[src/rtl/arbitro_pkg.sv]
// Shared definitions for the round-robin selector arbiter: state encoding,
// requester count/index width and the default burst length.
package arbitro_pkg;

    localparam int NUM_REQ       = 4;
    localparam int SEL_W         = 2;
    localparam int BURST_LEN_DEF = 4;

    typedef enum logic {
        ST_IDLE  = 1'b0,
        ST_GRANT = 1'b1
    } state_t;

    function automatic logic [NUM_REQ-1:0] onehot(input logic [SEL_W-1:0] idx);
        logic [NUM_REQ-1:0] v;
        v      = '0;
        v[idx] = 1'b1;
        return v;
    endfunction

endpackage

[src/rtl/arbitro_selector_rr_buscar.sv]
// Combinational first-set-bit search over a masked request vector, starting at
// a given index and wrapping modulo NUM_REQ.
module rr_buscar
    import arbitro_pkg::*;
(
    input  logic [NUM_REQ-1:0] req,
    input  logic [NUM_REQ-1:0] mask,
    input  logic [SEL_W-1:0]   start,
    output logic               found,
    output logic [SEL_W-1:0]   idx
);

    logic [NUM_REQ-1:0] masked;
    logic [NUM_REQ-1:0] rot;
    logic [SEL_W-1:0]   offset;

    assign masked = req & mask;

    // rot[0] is the candidate at 'start', rot[1] the next one, and so on
    genvar gi;
    generate
        for (gi = 0; gi < NUM_REQ; gi++) begin : g_rot
            assign rot[gi] = masked[start + SEL_W'(gi)];
        end
    endgenerate

    always_comb begin
        found  = 1'b0;
        offset = '0;
        for (int i = NUM_REQ - 1; i >= 0; i--) begin
            if (rot[i]) begin
                found  = 1'b1;
                offset = SEL_W'(i);
            end
        end
    end

    assign idx = start + offset;

endmodule

[src/rtl/arbitro_selector.sv]
// Round-robin burst arbiter driving a registered 4:1 bit-select mux.
// Optional ARBITRO_PRIO0_EN gives requester 0 absolute priority at arbitration points.
module arbitro_selector
    import arbitro_pkg::*;
#(
    parameter int BURST_LEN = BURST_LEN_DEF,
    parameter int CNT_W     = 4
) (
    input  logic               iClock,
    input  logic               iReset_n,
    input  logic [NUM_REQ-1:0] iReq,
    output logic [NUM_REQ-1:0] oGrant,
    output logic [SEL_W-1:0]   oSelector,
    output logic               oBusy,
    output logic               oValid,
    output logic [SEL_W-1:0]   oOwner
);

    state_t             state_reg,    state_next;
    logic [CNT_W-1:0]   counter_reg,  counter_next;
    logic [SEL_W-1:0]   last_reg,     last_next;
    logic [NUM_REQ-1:0] grant_reg,    grant_next;
    logic [SEL_W-1:0]   selector_reg, selector_next;
    logic               busy_reg;
    logic               valid_reg;
    logic [SEL_W-1:0]   owner_reg;

    logic               burst_end;
    logic               prio_win;
    logic [NUM_REQ-1:0] search_mask;
    logic               found;
    logic [SEL_W-1:0]   found_idx;

    // The current owner is excluded while granted so a burst end always looks elsewhere first
    assign search_mask = (state_reg == ST_GRANT) ? ~onehot(selector_reg) : '1;

    rr_buscar u_buscar (
        .req   (iReq),
        .mask  (search_mask),
        .start (last_reg + SEL_W'(1)),
        .found (found),
        .idx   (found_idx)
    );

`ifdef ARBITRO_PRIO0_EN
    assign prio_win = iReq[0] && !((state_reg == ST_GRANT) && (selector_reg == '0));
`else
    assign prio_win = 1'b0;
`endif

    assign burst_end = (counter_reg == CNT_W'(BURST_LEN - 1)) || !iReq[selector_reg];

    always_comb begin
        state_next    = state_reg;
        counter_next  = counter_reg;
        last_next     = last_reg;
        grant_next    = grant_reg;
        selector_next = selector_reg;
        case (state_reg)
            ST_IDLE: begin
                if (prio_win) begin
                    state_next    = ST_GRANT;
                    grant_next    = onehot('0);
                    selector_next = '0;
                    counter_next  = '0;
                end else if (found) begin
                    state_next    = ST_GRANT;
                    grant_next    = onehot(found_idx);
                    selector_next = found_idx;
                    counter_next  = '0;
                    last_next     = found_idx;
                end
            end
            ST_GRANT: begin
                if (!burst_end) begin
                    counter_next = counter_reg + CNT_W'(1);
                end else if (prio_win) begin
                    grant_next    = onehot('0);
                    selector_next = '0;
                    counter_next  = '0;
                end else if (found) begin
                    grant_next    = onehot(found_idx);
                    selector_next = found_idx;
                    counter_next  = '0;
                    last_next     = found_idx;
                end else if (iReq[selector_reg]) begin
                    counter_next = '0;
                end else begin
                    state_next   = ST_IDLE;
                    grant_next   = '0;
                    counter_next = '0;
                end
            end
            default: begin
                state_next = ST_IDLE;
                grant_next = '0;
            end
        endcase
    end

    always_ff @(posedge iClock) begin
        if (!iReset_n) begin
            state_reg    <= ST_IDLE;
            counter_reg  <= '0;
            last_reg     <= SEL_W'(NUM_REQ - 1);
            grant_reg    <= '0;
            selector_reg <= '0;
            busy_reg     <= 1'b0;
            valid_reg    <= 1'b0;
            owner_reg    <= '0;
        end else begin
            state_reg    <= state_next;
            counter_reg  <= counter_next;
            last_reg     <= last_next;
            grant_reg    <= grant_next;
            selector_reg <= selector_next;
            busy_reg     <= |grant_next;
            // Delayed copies line up with the data the mux registers one edge later
            valid_reg    <= busy_reg;
            owner_reg    <= selector_reg;
        end
    end

    assign oGrant    = grant_reg;
    assign oSelector = selector_reg;
    assign oBusy     = busy_reg;
    assign oValid    = valid_reg;
    assign oOwner    = owner_reg;

endmodule

[config.mk]
export PLATFORM = sky130hd
export DESIGN_NAME = arbitro_selector
export DESIGN_NICKNAME = d
export VERILOG_FILES = /design/src/rtl/arbitro_pkg.sv /design/src/rtl/arbitro_selector_rr_buscar.sv /design/src/rtl/arbitro_selector.sv
export SDC_FILE = /design/constraint.sdc
export NUM_CORES = 1
export LEC_CHECK = 0
export ABC_AREA = 0
export CORE_MARGIN = 8
export CORE_UTILIZATION = 54
export DETAILED_ROUTE_END_ITERATION = 10
export PLACE_DENSITY = 0.81
export SYNTH_ARGS = -nofsm -noshare
export SYNTH_HDL_FRONTEND = slang
export SYNTH_HIERARCHICAL = 1
export SYNTH_SLANG_ARGS = --single-unit
[constraint.sdc]
create_clock -name iClock -period 3.62 [get_ports iClock]
set_input_delay 0.543 -clock iClock [delete_from_list [all_inputs] [get_ports iClock]]
set_output_delay 0.543 -clock iClock [all_outputs]
set_load 0.1 [all_outputs]
Word level (Yosys, flattened, before mapping) --
Index checks and enable logic that the tools add are counted.
Operators by class: add/sub/neg operators 6, order comparisons 8, equal/unequal tests 3, mux-type cells 42, bitwise operators 3, reductions and logical operators 5
Operators by type and width (number):
- $mux 4 | 7
- $lt 2x3->1 const B | 6
- $mux 2 | 8
- $pmux 4 s2 | 2
- $mux 1 | 15
- $bmux 1 s2 | 5
- $pmux 2 s2 | 2
- $add 2x1->2 const B | 2
- $add 2x2->2 const B | 2
- $add 4x1->4 const B | 1
- $and 4x4->4 | 1
- $demux 1 s2 | 2
- $eq 4x2->1 const B | 1
- $ge 2x1->1 const B | 2
- $not 4->4 | 1
- $reduce_or 4->1 | 1
- $add 2x2->2 | 1
- $logic_and 1x1->1 | 2
- $ne 2x1->1 const B | 1
- $ne 2x2->1 const B | 1
- $pmux 1 s2 | 1
- $logic_not 1->1 | 1
- $logic_or 1x1->1 | 1
- $not 1->1 | 1
Word-level totals: register bits 17, output and inout port bits 10

Logic depth before layout (Yosys ltp) --
Gate-level depths: netlist of run 1.
depth in word-level cells 22, gate-level depth with buffers 10

By module --
The synthesis of run 1 kept the hierarchy.
Modules (own cells, without submodules):
- arbitro_selector | times used 1, cells each 78, area each 728.2 µm²
- rr_buscar | times used 1, cells each 25, area each 198.9 µm²

Worst setup path after synthesis of run 1 --
OpenSTA, ideal clock, no wires.
kind flip-flop to flip-flop, start point reg selector_reg[0], in the netlist oSelector[0], end point reg grant_reg[0], in the netlist oGrant[0], library setup time 0.072 ns, data arrival time 2.733 ns, required time 3.548 ns, setup slack 0.815 ns, stages on the path, launching flop included 10, clock period less this slack 2.805 ns, cell sequence dfxtp_1 > or3b_2 > and2_1 > nor3_1 > a311oi_1 > o211ai_1 > ha_1 > xor2_1 > or3_1 > a21oi_1
Between the ends: longest elaborated chain between the ends 21, elaborated cells on any way between the ends 39, classes of those cells 1 x add/sub; 4 x order compare; 28 x mux; 2 x bitwise; 4 x reduce/logical
RTL lines:
- start: declaration | RTL line arbitro_selector.sv:23 | logic [SEL_W-1:0] selector_reg, selector_next;
- start signal: assignment | RTL line arbitro_selector.sv:116 | selector_reg <= selector_next;
- $lt 2x3->1 (implied by the code) or $ge 2x1->1 (tied branches) | RTL line arbitro_pkg.sv:17 | v[idx] = 1'b1;
- $logic_and 1x1->1 (implied by the code) | RTL line arbitro_pkg.sv:17
- $mux 1 (implied by the code) | RTL line arbitro_pkg.sv:17
- $demux 1 s2 (*) | RTL line arbitro_pkg.sv:17
- $not 4->4 (*) | RTL line arbitro_selector.sv:35 | assign search_mask = (state_reg == ST_GRANT) ? ~onehot(selector_reg) : '1;
- $mux 4 (*) | RTL line arbitro_selector.sv:35
- net search_mask[0] | RTL line arbitro_selector.sv:30 | logic [NUM_REQ-1:0] search_mask;
- $and 4x4->4 (*) | RTL line arbitro_selector_rr_buscar.sv:17 | assign masked = req & mask;
- [7 not listed]
- net found_idx[1] | RTL line arbitro_selector.sv:32 | logic [SEL_W-1:0] found_idx;
- $lt 2x3->1 (implied by the code) or $ge 2x1->1 (tied branches) | RTL line arbitro_pkg.sv:17
- $logic_and 1x1->1 (implied by the code) | RTL line arbitro_pkg.sv:17
- $mux 1 (implied by the code) | RTL line arbitro_pkg.sv:17
- $demux 1 s2 (*) | RTL line arbitro_pkg.sv:17
- $mux 4 | RTL line arbitro_selector.sv:81 | end else if (found) begin
- $mux 4 | RTL line arbitro_selector.sv:75 | if (!burst_end) begin
- $pmux 4 s2 (*) | RTL line arbitro_selector.sv:59 | case (state_reg)
- end signal: assignment | RTL line arbitro_selector.sv:115 | grant_reg <= grant_next;
- end: declaration | RTL line arbitro_selector.sv:22 | logic [NUM_REQ-1:0] grant_reg, grant_next;
The timed path passes the listed nets; every way through them passes the cells marked *. The select of a mux whose other input is x is not followed. A chain may end at the register's enable or synchronous reset.

Worst setup path after layout of run 1 --
start point reg state_reg, end point reg grant_reg[0], in the netlist oGrant[0]
Between the ends: longest elaborated chain between the ends 16, elaborated cells on any way between the ends 29, classes of those cells 1 x add/sub; 2 x order compare; 23 x mux; 2 x bitwise; 1 x reduce/logical
RTL lines:
- start: declaration | RTL line arbitro_selector.sv:19 | state_t state_reg, state_next;
- start signal: assignment | RTL line arbitro_selector.sv:112 | state_reg <= state_next;
- $mux 4 (*) | RTL line arbitro_selector.sv:35
- net search_mask[0] | RTL line arbitro_selector.sv:30
- $and 4x4->4 (*) | RTL line arbitro_selector_rr_buscar.sv:17
- $bmux 1 s2 | RTL line arbitro_selector_rr_buscar.sv:23 | assign rot[gi] = masked[start + SEL_W'(gi)];
- $mux 1 (implied by the code) | RTL line arbitro_selector_rr_buscar.sv:23
- $mux 2 (3 in a row) | RTL line arbitro_selector_rr_buscar.sv:31 | if (rot[i]) begin
- $mux 2 (*) | RTL line arbitro_selector_rr_buscar.sv:31
- $add 2x2->2 (*) | RTL line arbitro_selector_rr_buscar.sv:38 | assign idx = start + offset;
- net found_idx[1] | RTL line arbitro_selector.sv:32
- $lt 2x3->1 (implied by the code) or $ge 2x1->1 (tied branches) | RTL line arbitro_pkg.sv:17
- $logic_and 1x1->1 (implied by the code) | RTL line arbitro_pkg.sv:17
- $mux 1 (implied by the code) | RTL line arbitro_pkg.sv:17
- $demux 1 s2 (*) | RTL line arbitro_pkg.sv:17
- $mux 4 | RTL line arbitro_selector.sv:81
- $mux 4 | RTL line arbitro_selector.sv:75
- $pmux 4 s2 (*) | RTL line arbitro_selector.sv:59
Marks and branches as above.

==> run metrics, run 1 <==
Pint 0.452 mW; Netlist cell types 41; RD Place Congestion 0.805; mux share of post-synthesis cell area 0.0351; CP peak stage delay 0.54 ns; port buffer count 15; GR Util All Layers 0.132; CP Data Required Time 3.84 ns; Tcrit/Tclk final 0.716; RSZ-0062 raised after global routing false; Slew headroom 0.337; clk_skew 0.00374 ns; Slew @ Worst Pin 0.991 ns; Setup TNS Final 0 ns; CTS buffer count 3; vias per inst 6.01; final antenna-violating net count 0; # diodes 0; crit-path max FO 12; crit-path cells or3b_2 -> and2_1 -> nand3_1 -> o311a_1 -> o211ai_1 -> ha_1 -> xor2_1 -> or3_1 -> a21oi_1; crit path capture type flip-flop; min Tclk post-route 2.59 ns; core footprint 1670 µm²; critical path class reg2reg; Net Switching 0.461 mW; Post-CTS Setup Bufs 0; CP bufs+invs 0; max-slew violation count 0; Synth Area in Compound Gates 0.244; min-delay worst type reg2reg; fmax 386 MHz; outcome complete, no violations; largest net degree at the start of global routing 14; xor/xnor share of the synthesized area 0.0189; simple logic cell fraction of the synthesized area 0.271; cell count after synthesis 103; Reg area 340 µm²; Leak 0.414 nW; hold_buf cts 0; Multi-input gate area 553 µm²; Data arrival, critical path 2.81 ns; total I/O pin count 16; number of global-route vias before repair 771; TritonRoute pass-1 iters 4; root buffer cell clkbuf_4; grt total ovfl 0; Initial Utilization 0.555; first-pass GRT wire length 3510 µm; setup violators final 0; Sw Share 0.505; Fin. Hold Viols 0; Avg WL per Cell 14.5 µm; Top delay family on crit path simple AND/OR/NAND/NOR gates; ratio of cells with drive above 1 in the final layout 0.127; clk slew on worst S/H paths 0.10 ns; final WL 1960 µm; initial antenna violation count 0; syn avg cell area 9.00 µm²; Area Overhead vs Synth 18.5%; Clock Power Share 0.111; commonest non-fill, non-tap cells in the layout 17 x dfxtp_1, 15 x clkdlybuf4s50_1, 14 x nand2_1; non-filler instance count after layout 135; HPWL Detailed 1470 µm; VDD IR max 0.604 mV; Placed Instances 131; drt initial violations 7; Core Rows 15; sequential share of power 0.286; max_cap viols 0; clock sinks 17; Die H 57.4 µm; Post-CTS Resized 0; routed via count 812; Seq/Total Area, Yosys 0.367; CTS tree yes; Fillers 147; H-tree levels 1; clk buf depth 2; Skew-Pair Late Insertion Delay 0.29 ns; most common cell after layout, fill and taps aside dfxtp_1; Slowest-stage cell, CP dfxtp_1; Die Area 3300 µm²; power density over the cells 831 nW/µm²; synthesis-stage register bit count 17; # nets final 127; Comb power frac 0.603; CP Launch Type flip-flop; Post-Synth Adder-Cell Area 0.0270; Die W 57.4 µm; largest family of logic cells by synthesized area simple AND/OR/NAND/NOR gates; yosys warns 6; remaining routing DRC violations 0; Synthesized Nets 111; Mapped Area 927 µm²
[final cells by class]
type                            count  share of cell area
Multi-Input combinational cell     80               0.503
Inverter                            2             0.00683
Sequential cell                    17               0.310
Tap cell                           17              0.0194
Clock buffer                        4              0.0239
Timing Repair Buffer               15               0.137
[worst reg2reg max path, stage by stage, from the launching register on]
cell and delay (ns):
dfxtp_1 0.54, or3b_2 0.52, and2_1 0.20, nand3_1 0.09, o311a_1 0.16, o211ai_1 0.09
ha_1 0.20, xor2_1 0.21, or3_1 0.37, a21oi_1 0.13
[metal layers]
| layer | wire length (µm) | GRT usage |
|---|---|---|
| met1 | 962 | 0.164 |
| met2 | 898 | 0.206 |
| met3 | 103 | 0.0583 |
| met4 | 0 | 0.0214 |
| met5 | 0 | 0 |
[cells in the mapped netlist]
cell       number  area share
nand2_1        14       0.057
or3b_2          2       0.019
inv_1           2      0.0081
a2111o_1        1       0.012
buf_6           1       0.012
a31o_1          1      0.0094
a21boi_0        4       0.032
a21o_1          1      0.0081
and2_2          1      0.0081
o32ai_2         1       0.018
nand3b_1        5       0.040
buf_4           1      0.0081
a22o_4          1       0.019
o311a_1         1       0.011
a21oi_2         1      0.0094
nor2b_1         3       0.020
nand2_2         1      0.0068
and4_2          1       0.011
o21ai_0         2       0.011
and2_4          1      0.0094
and3_2          1      0.0081
a311oi_1        1      0.0094
o2111ai_1       1      0.0094
nor3_1          1      0.0054
o211ai_1        2       0.016
nand4_1         1      0.0068
nor4_1          1      0.0068
and3b_2         1       0.011
xor2_1          2       0.019
dfxtp_1        17        0.37
a22oi_1         2       0.016
nand3_1         5       0.027
mux4_2          1       0.024
a31oi_1         3       0.020
a21oi_1         8       0.043
or3_1           1      0.0068
ha_1            2       0.027
mux2i_1         1       0.011
and2_1          3       0.020
clkbuf_1        2      0.0081
nor2_1          2      0.0081
[metrics by stage]
stage / hold WS [ns] / area, µm² / power (mW) / util / setup WS [ns]
after floorplan: 0.458 / 927 / 0.715 / - / 0.815
after global placement: 0.437 / 1070 / 0.802 / 0.642 / 0.953
after detailed placement: 0.448 / 1070 / 0.815 / 0.642 / 0.894
after CTS: 0.472 / 1100 / 0.918 / 0.658 / 1.04
after global routing: 0.509 / 1100 / 0.976 / 0.658 / 0.863
final: 0.466 / 1100 / 0.913 / 0.658 / 1.03
[power groups by stage]
stage / sequential (mW) / clock [mW] / combinational [mW]
floorplan: 0.442 / 0 / 0.272
global placement: 0.264 / 0 / 0.537
detailed placement: 0.265 / 0 / 0.550
CTS: 0.261 / 0.105 / 0.552
global route: 0.268 / 0.115 / 0.594
finish: 0.261 / 0.101 / 0.550
[path summary, 6_finish.rpt]
| path | from | end | slack (ns) | cells past startpoint |
|---|---|---|---|---|
| hold / removal | oBusy | oValid | 0.47 | 1 |
| hold reg to reg | oBusy | oValid | 0.47 | 1 |
| setup / recovery | state_reg | oGrant[0] | 1.03 | 9 |
| setup reg to reg | state_reg | oGrant[0] | 1.03 | 9 |
[cell families after synthesis]
kind of cell               count (synthesis)
adders and majority gates                  2
muxes                                      2
xor gates and xnor gates                   2
AOI/OAI and AO/OA                         30
DFF                                       17
buffers and inverters                      6
and+or+nand+nor                           44
Note: power is estimated with default switching activity, not from simulation.
==> run 2, diff against run 1 <==
--- a/config.mk
+++ b/config.mk
@@ -7,9 +7,9 @@
 export LEC_CHECK = 0
 export ABC_AREA = 0
 export CORE_MARGIN = 8
-export CORE_UTILIZATION = 54
+export CORE_UTILIZATION = 46
 export DETAILED_ROUTE_END_ITERATION = 10
-export PLACE_DENSITY = 0.81
+export PLACE_DENSITY = 0.74
 export SYNTH_ARGS = -nofsm -noshare
 export SYNTH_HDL_FRONTEND = slang
 export SYNTH_HIERARCHICAL = 1
==> constraint.sdc (replaced) <==
create_clock -name iClock -period 2.3 [get_ports iClock]
set_input_delay 0.345 -clock iClock [delete_from_list [all_inputs] [get_ports iClock]]
set_output_delay 0.345 -clock iClock [all_outputs]
set_load 0.1 [all_outputs]
==> run metrics, run 2 (synthesized netlist as in run 1, its figures left out) <==
max-slew violation count 0 (unchanged); vias per inst 5.50 (was 6.01); min Tclk post-route 2.27 ns (was 2.59 ns); # nets final 140 (was 127); core footprint 1920 µm² (was 1670 µm²); Core Rows 16 (was 15); largest net degree at the start of global routing 14 (unchanged); crit-path max FO 3 (was 12); Area Overhead vs Synth 32.1% (was 18.5%); Post-Place Worst Slack -0.226 ns (was 0.894 ns); crit path capture type flip-flop (unchanged); non-filler instance count after layout 158 (was 135); min-delay worst type reg2reg (unchanged); Top delay family on crit path simple AND/OR/NAND/NOR gates (unchanged); power density over the cells 1300 nW/µm² (was 831 nW/µm²); setup violators final 0 (unchanged); initial antenna violation count 0 (unchanged); final WL 2230 µm (was 1960 µm); Initial Utilization 0.482 (was 0.555); max_cap viols 0 (unchanged); Die W 60.9 µm (was 57.4 µm); Fin. Hold Viols 0 (unchanged); Leak 0.500 nW (was 0.414 nW); clk slew on worst S/H paths 0.10 ns (about the same); ratio of cells with drive above 1 in the final layout 0.344 (was 0.127); Placed Instances 152 (was 131); RD Place Congestion 0.791 (was 0.805); crit-path cells or3b_4 -> and2_4 -> buf_6 -> a2111o_1 -> o211ai_1 -> ha_2 -> xor2_2 -> or3_1 -> a21oi_1 (was or3b_2 -> and2_1 -> nand3_1 -> o311a_1 -> o211ai_1 -> ha_1 -> xor2_1 -> or3_1 -> a21oi_1); Slew @ Worst Pin 0.493 ns (was 0.991 ns); drt initial violations 11 (was 7); worst setup margin 0.0269 ns (was 1.03 ns); first-pass GRT wire length 3780 µm (was 3510 µm); routed via count 869 (was 812); Slowest-stage cell, CP or3b_4 (was dfxtp_1); final core occ 0.637 (was 0.658); CP bufs+invs 1 (was 0); final instance area 1220 µm² (was 1100 µm²); Tcrit/Tclk final 0.988 (was 0.716); HPWL Detailed 1640 µm (was 1470 µm); CTS tree yes (unchanged); # diodes 0 (unchanged); Slew headroom 0.670 (was 0.337); remaining routing DRC violations 0 (unchanged); total I/O pin count 16 (unchanged); CTS buffer count 3 (unchanged); most common cell after layout, fill and taps aside buf_4 (was dfxtp_1); Die H 60.9 µm (was 57.4 µm); RSZ-0062 raised after global routing true (was false); clk_skew 0.00893 ns (was 0.00374 ns); number of global-route vias before repair 841 (was 771); Skew-Pair Late Insertion Delay 0.29 ns (about the same); final antenna-violating net count 0 (unchanged); Avg WL per Cell 14.1 µm (was 14.5 µm); Die Area 3710 µm² (was 3300 µm²); GR Util All Layers 0.133 (was 0.132); Area after DPL 1150 µm² (was 1070 µm²); port buffer count 15 (unchanged); Data arrival, critical path 2.51 ns (was 2.81 ns); clk buf depth 2 (unchanged); VDD IR max 0.881 mV (was 0.604 mV); commonest non-fill, non-tap cells in the layout 22 x buf_4, 15 x dfxtp_1, 14 x nand2_1 (was 17 x dfxtp_1, 15 x clkdlybuf4s50_1, 14 x nand2_1); CP peak stage delay 0.40 ns (was 0.54 ns); H-tree levels 1 (unchanged); outcome complete, no violations (unchanged); grt total ovfl 0 (unchanged); critical path class reg2reg (unchanged); CP Data Required Time 2.54 ns (was 3.84 ns); fmax 440 MHz (was 386 MHz); TritonRoute pass-1 iters 4 (unchanged); root buffer cell clkbuf_4 (unchanged); clock sinks 17 (unchanged); CP Launch Type flip-flop (unchanged)
==> run 2: changes by cell type in the layout (fill, tap and decap cells not counted), moves of 2 or more <==
cell,change
buf_4,+22
clkdlybuf4s50_1,-10
dfxtp_1,-2
dfxtp_4,+2
==> run 2: stage by stage <==
step | total power [mW] | hold slack [ns] | setup TNS, ns
after global placement | 1.33 | 0.443 | -0.205
after detailed placement | 1.35 | 0.448 | -0.633
final | 1.59 | 0.471 | 0
after global routing | 1.69 | 0.502 | -0.0684
after CTS | 1.58 | 0.470 | 0
after floorplan | 1.14 | 0.458 | 0
==> run 2: path summary, 6_finish.rpt <==
kind	startpoint	endpoint	slack, ns	depth (start not counted)
max	oSelector[0]	oGrant[0]	0.03	9
min	oBusy	oValid	0.47	1
max reg2reg	oSelector[0]	oGrant[0]	0.03	9
min reg2reg	oBusy	oValid	0.47	1
==> run 2: power by group <==
part           leakage (nW)  total [mW]  internal, mW  switching [mW]
sequential            0.141       0.397         0.364          0.0335
clock                0.0150       0.158        0.0675          0.0908
combinational         0.343        1.04         0.383           0.655
==> run 2: what timing repair did <==
action                     CTS  global route
setup buffers                2             0
pin swaps                    4             5
hold buffers                 0             0
gates resized for setup      4             3
setup endpoints to repair    1             4
==> run 2: final cells by class <==
cell class,count,area (µm²)
clock buffers,4,26.3
fillers,168,697
inverters,2,7.51
multi-input cells,80,583
flip-flops and latches,17,348
well taps,27,33.8
repair buffers,28,226
==> run 2: metal layers <==
| layer | routed length [µm] | track usage | vias up |
|---|---|---|---|
| li1 | - | - | 438 |
| met1 | 1050 | 0.163 | 412 |
| met2 | 1050 | 0.217 | 19 |
| met3 | 132 | 0.0445 | 0 |
| met4 | 0 | 0.0299 | 0 |
| met5 | 0 | 0 | - |
==> run 3, diff against run 2 <==
--- a/config.mk
+++ b/config.mk
@@ -10,6 +10,7 @@
 export CORE_UTILIZATION = 46
 export DETAILED_ROUTE_END_ITERATION = 10
 export PLACE_DENSITY = 0.74
+export RECOVER_POWER = 50
 export SYNTH_ARGS = -nofsm -noshare
 export SYNTH_HDL_FRONTEND = slang
 export SYNTH_HIERARCHICAL = 1
==> run metrics, run 3 (synthesized netlist as in run 1, its figures left out) <==
Comb power frac 0.646 (was 0.651); root buffer cell clkbuf_4 (unchanged); remaining routing DRC violations 0 (unchanged); HPWL Detailed 1640 µm (unchanged); initial antenna violation count 0 (unchanged); clock sinks 17 (unchanged); hold_buf cts 0 (unchanged); final antenna-violating net count 0 (unchanged); Skew-Pair Late Insertion Delay 0.29 ns (about the same); non-filler instance count after layout 158 (unchanged); Net Switching 0.779 mW (about the same); min Tclk post-route 2.27 ns (unchanged); Multi-input gate area 583 µm² (unchanged); Data arrival, critical path 2.51 ns (about the same); Die H 60.9 µm (unchanged); Slew @ Worst Pin 1.17 ns (was 0.493 ns); clk slew on worst S/H paths 0.10 ns (about the same); r2r setup slk 0.03 ns (about the same); power density over the cells 1310 nW/µm² (was 1300 nW/µm²); largest net degree at the start of global routing 14 (unchanged); clk buf depth 2 (unchanged); sequential share of power 0.253 (was 0.249); Clock Power Share 0.101 (was 0.099); CP Data Required Time 2.54 ns (about the same); total I/O pin count 16 (unchanged); ratio of cells with drive above 1 in the final layout 0.282 (was 0.344); Hold Startpoint oBusy (unchanged); Slowest-stage cell, CP or3b_4 (unchanged); routed via count 864 (was 869); crit-path max FO 3 (unchanged); CTS tree yes (unchanged); Die W 60.9 µm (unchanged); Avg WL per Cell 14.1 µm (unchanged); Core Rows 16 (unchanged); clk_skew 0.00897 ns (was 0.00893 ns); VDD IR max 0.880 mV (was 0.881 mV); commonest non-fill, non-tap cells in the layout 15 x dfxtp_1, 14 x nand2_1, 14 x buf_4 (was 22 x buf_4, 15 x dfxtp_1, 14 x nand2_1); Reg area 348 µm² (unchanged); grt total ovfl 0 (unchanged); Area Overhead vs Synth 28.9% (was 32.1%); FF-to-FF path depth 9 (unchanged); Slew headroom 0.220 (was 0.670); vias per inst 5.47 (was 5.50); RSZ-0062 raised after global routing true (unchanged); port buffer count 15 (unchanged); TritonRoute pass-1 iters 4 (unchanged); crit-path cells or3b_4 -> and2_4 -> buf_6 -> a2111o_1 -> o211ai_1 -> ha_2 -> xor2_2 -> or3_1 -> a21oi_1 (unchanged); Fillers 178 (was 168); max_cap viols 0 (unchanged); outcome complete, no violations (unchanged); Tcrit/Tclk final 0.988 (unchanged); worst setup margin 0.0269 ns (unchanged); worst-case hold path end point oValid (unchanged); RD Place Congestion 0.791 (unchanged); Sw Share 0.497 (was 0.489); Initial Utilization 0.482 (unchanged); most common cell after layout, fill and taps aside dfxtp_1 (was buf_4); fmax 440 MHz (unchanged); total power 1.57 mW (was 1.59 mW); # diodes 0 (unchanged); Post-Place Worst Slack -0.226 ns (unchanged); H-tree levels 1 (unchanged); Top delay family on crit path simple AND/OR/NAND/NOR gates (unchanged); setup violators final 0 (unchanged); final WL 2230 µm (unchanged); CP Launch Type flip-flop (unchanged); RR Startpoint oSelector[0] (unchanged); drt initial violations 13 (was 11); Placed Instances 152 (unchanged); first-pass GRT wire length 3780 µm (unchanged); Die Area 3710 µm² (unchanged); CP bufs+invs 1 (unchanged); max-slew violation count 0 (unchanged); number of global-route vias before repair 841 (unchanged); Leak 0.467 nW (was 0.500 nW); # nets final 140 (unchanged); critical path class reg2reg (unchanged); GR Util All Layers 0.133 (unchanged); Fin. Hold Viols 0 (unchanged); RR Endpoint oGrant[0] (unchanged); hold path depth 1 (unchanged); min-delay worst type reg2reg (unchanged); crit path capture type flip-flop (unchanged); CTS buffer count 3 (unchanged); CP peak stage delay 0.40 ns (about the same); Pint 0.789 mW (was 0.815 mW); Setup TNS Final 0 ns (unchanged); core footprint 1920 µm² (unchanged)
[run 3: worst reg2reg max path, cell delays in order (launching register included)]
cell      delay [ns]
dfxtp_4         0.35
or3b_4          0.40
and2_4          0.16
buf_6           0.11
a2111o_1        0.28
o211ai_1        0.10
ha_2            0.22
xor2_2          0.09
or3_1           0.36
a21oi_1         0.13
[run 3: metrics by stage]
| step | hold WS (ns) | utilization | cell area (µm²) |
|---|---|---|---|
| 6_report | 0.471 | 0.622 | 1190 |
| 5_1_grt | 0.498 | 0.622 | 1190 |
| 4_1_cts | 0.470 | 0.631 | 1210 |
| 3_5_place_dp | 0.448 | 0.600 | 1150 |
| 3_3_place_gp | 0.443 | 0.600 | 1150 |
| 2_1_floorplan | 0.458 | - | 938 |
[run 3: metal layers]
layer,up-vias,share of wire,track usage
met3,0,0.054,0.0445
met2,19,0.47,0.217
li1,437,-,-
met5,-,0,0
met4,0,0,0.0299
met1,408,0.48,0.163
[run 3: worst max path at each step]
| stage | from | end | slack (ns) | cells past startpoint |
|---|---|---|---|---|
| final | oSelector[0] | oGrant[0] | 0.03 | 9 |
| after global routing | oSelector[0] | oGrant[0] | -0.04 | 9 |
| after CTS | oSelector[1] | oGrant[0] | 0.02 | 9 |
| after detailed placement | iReq[0] | oGrant[0] | -0.23 | 9 |
| after global placement | iReq[0] | oGrant[0] | -0.14 | 9 |
| after floorplan | state_reg | oGrant[0] | 0.0004 | 10 |
[run 3: power by group through the flow]
stage               combinational (mW)  sequential [mW]  clock [mW]
finish                            1.01            0.397       0.158
global route                      1.08            0.406       0.182
CTS                               1.02            0.397       0.170
detailed placement               0.949            0.404           0
global placement                 0.930            0.401           0
floorplan                        0.431            0.704           0
[run 3: layout make-up]
cell class,instances,share of cell area
clock buffer,4,0.0220
inverter,2,0.00628
sequential,17,0.291
timing repair buffer,28,0.164
tap,27,0.0283
multi-input combinational,80,0.488
[run 3: timing repair]
item,in CTS,in global routing
cloned,0,0
gates resized for setup,4,3
buffers inserted,2,0
pin swaps,4,5
endpoints found under the setup margin,1,4
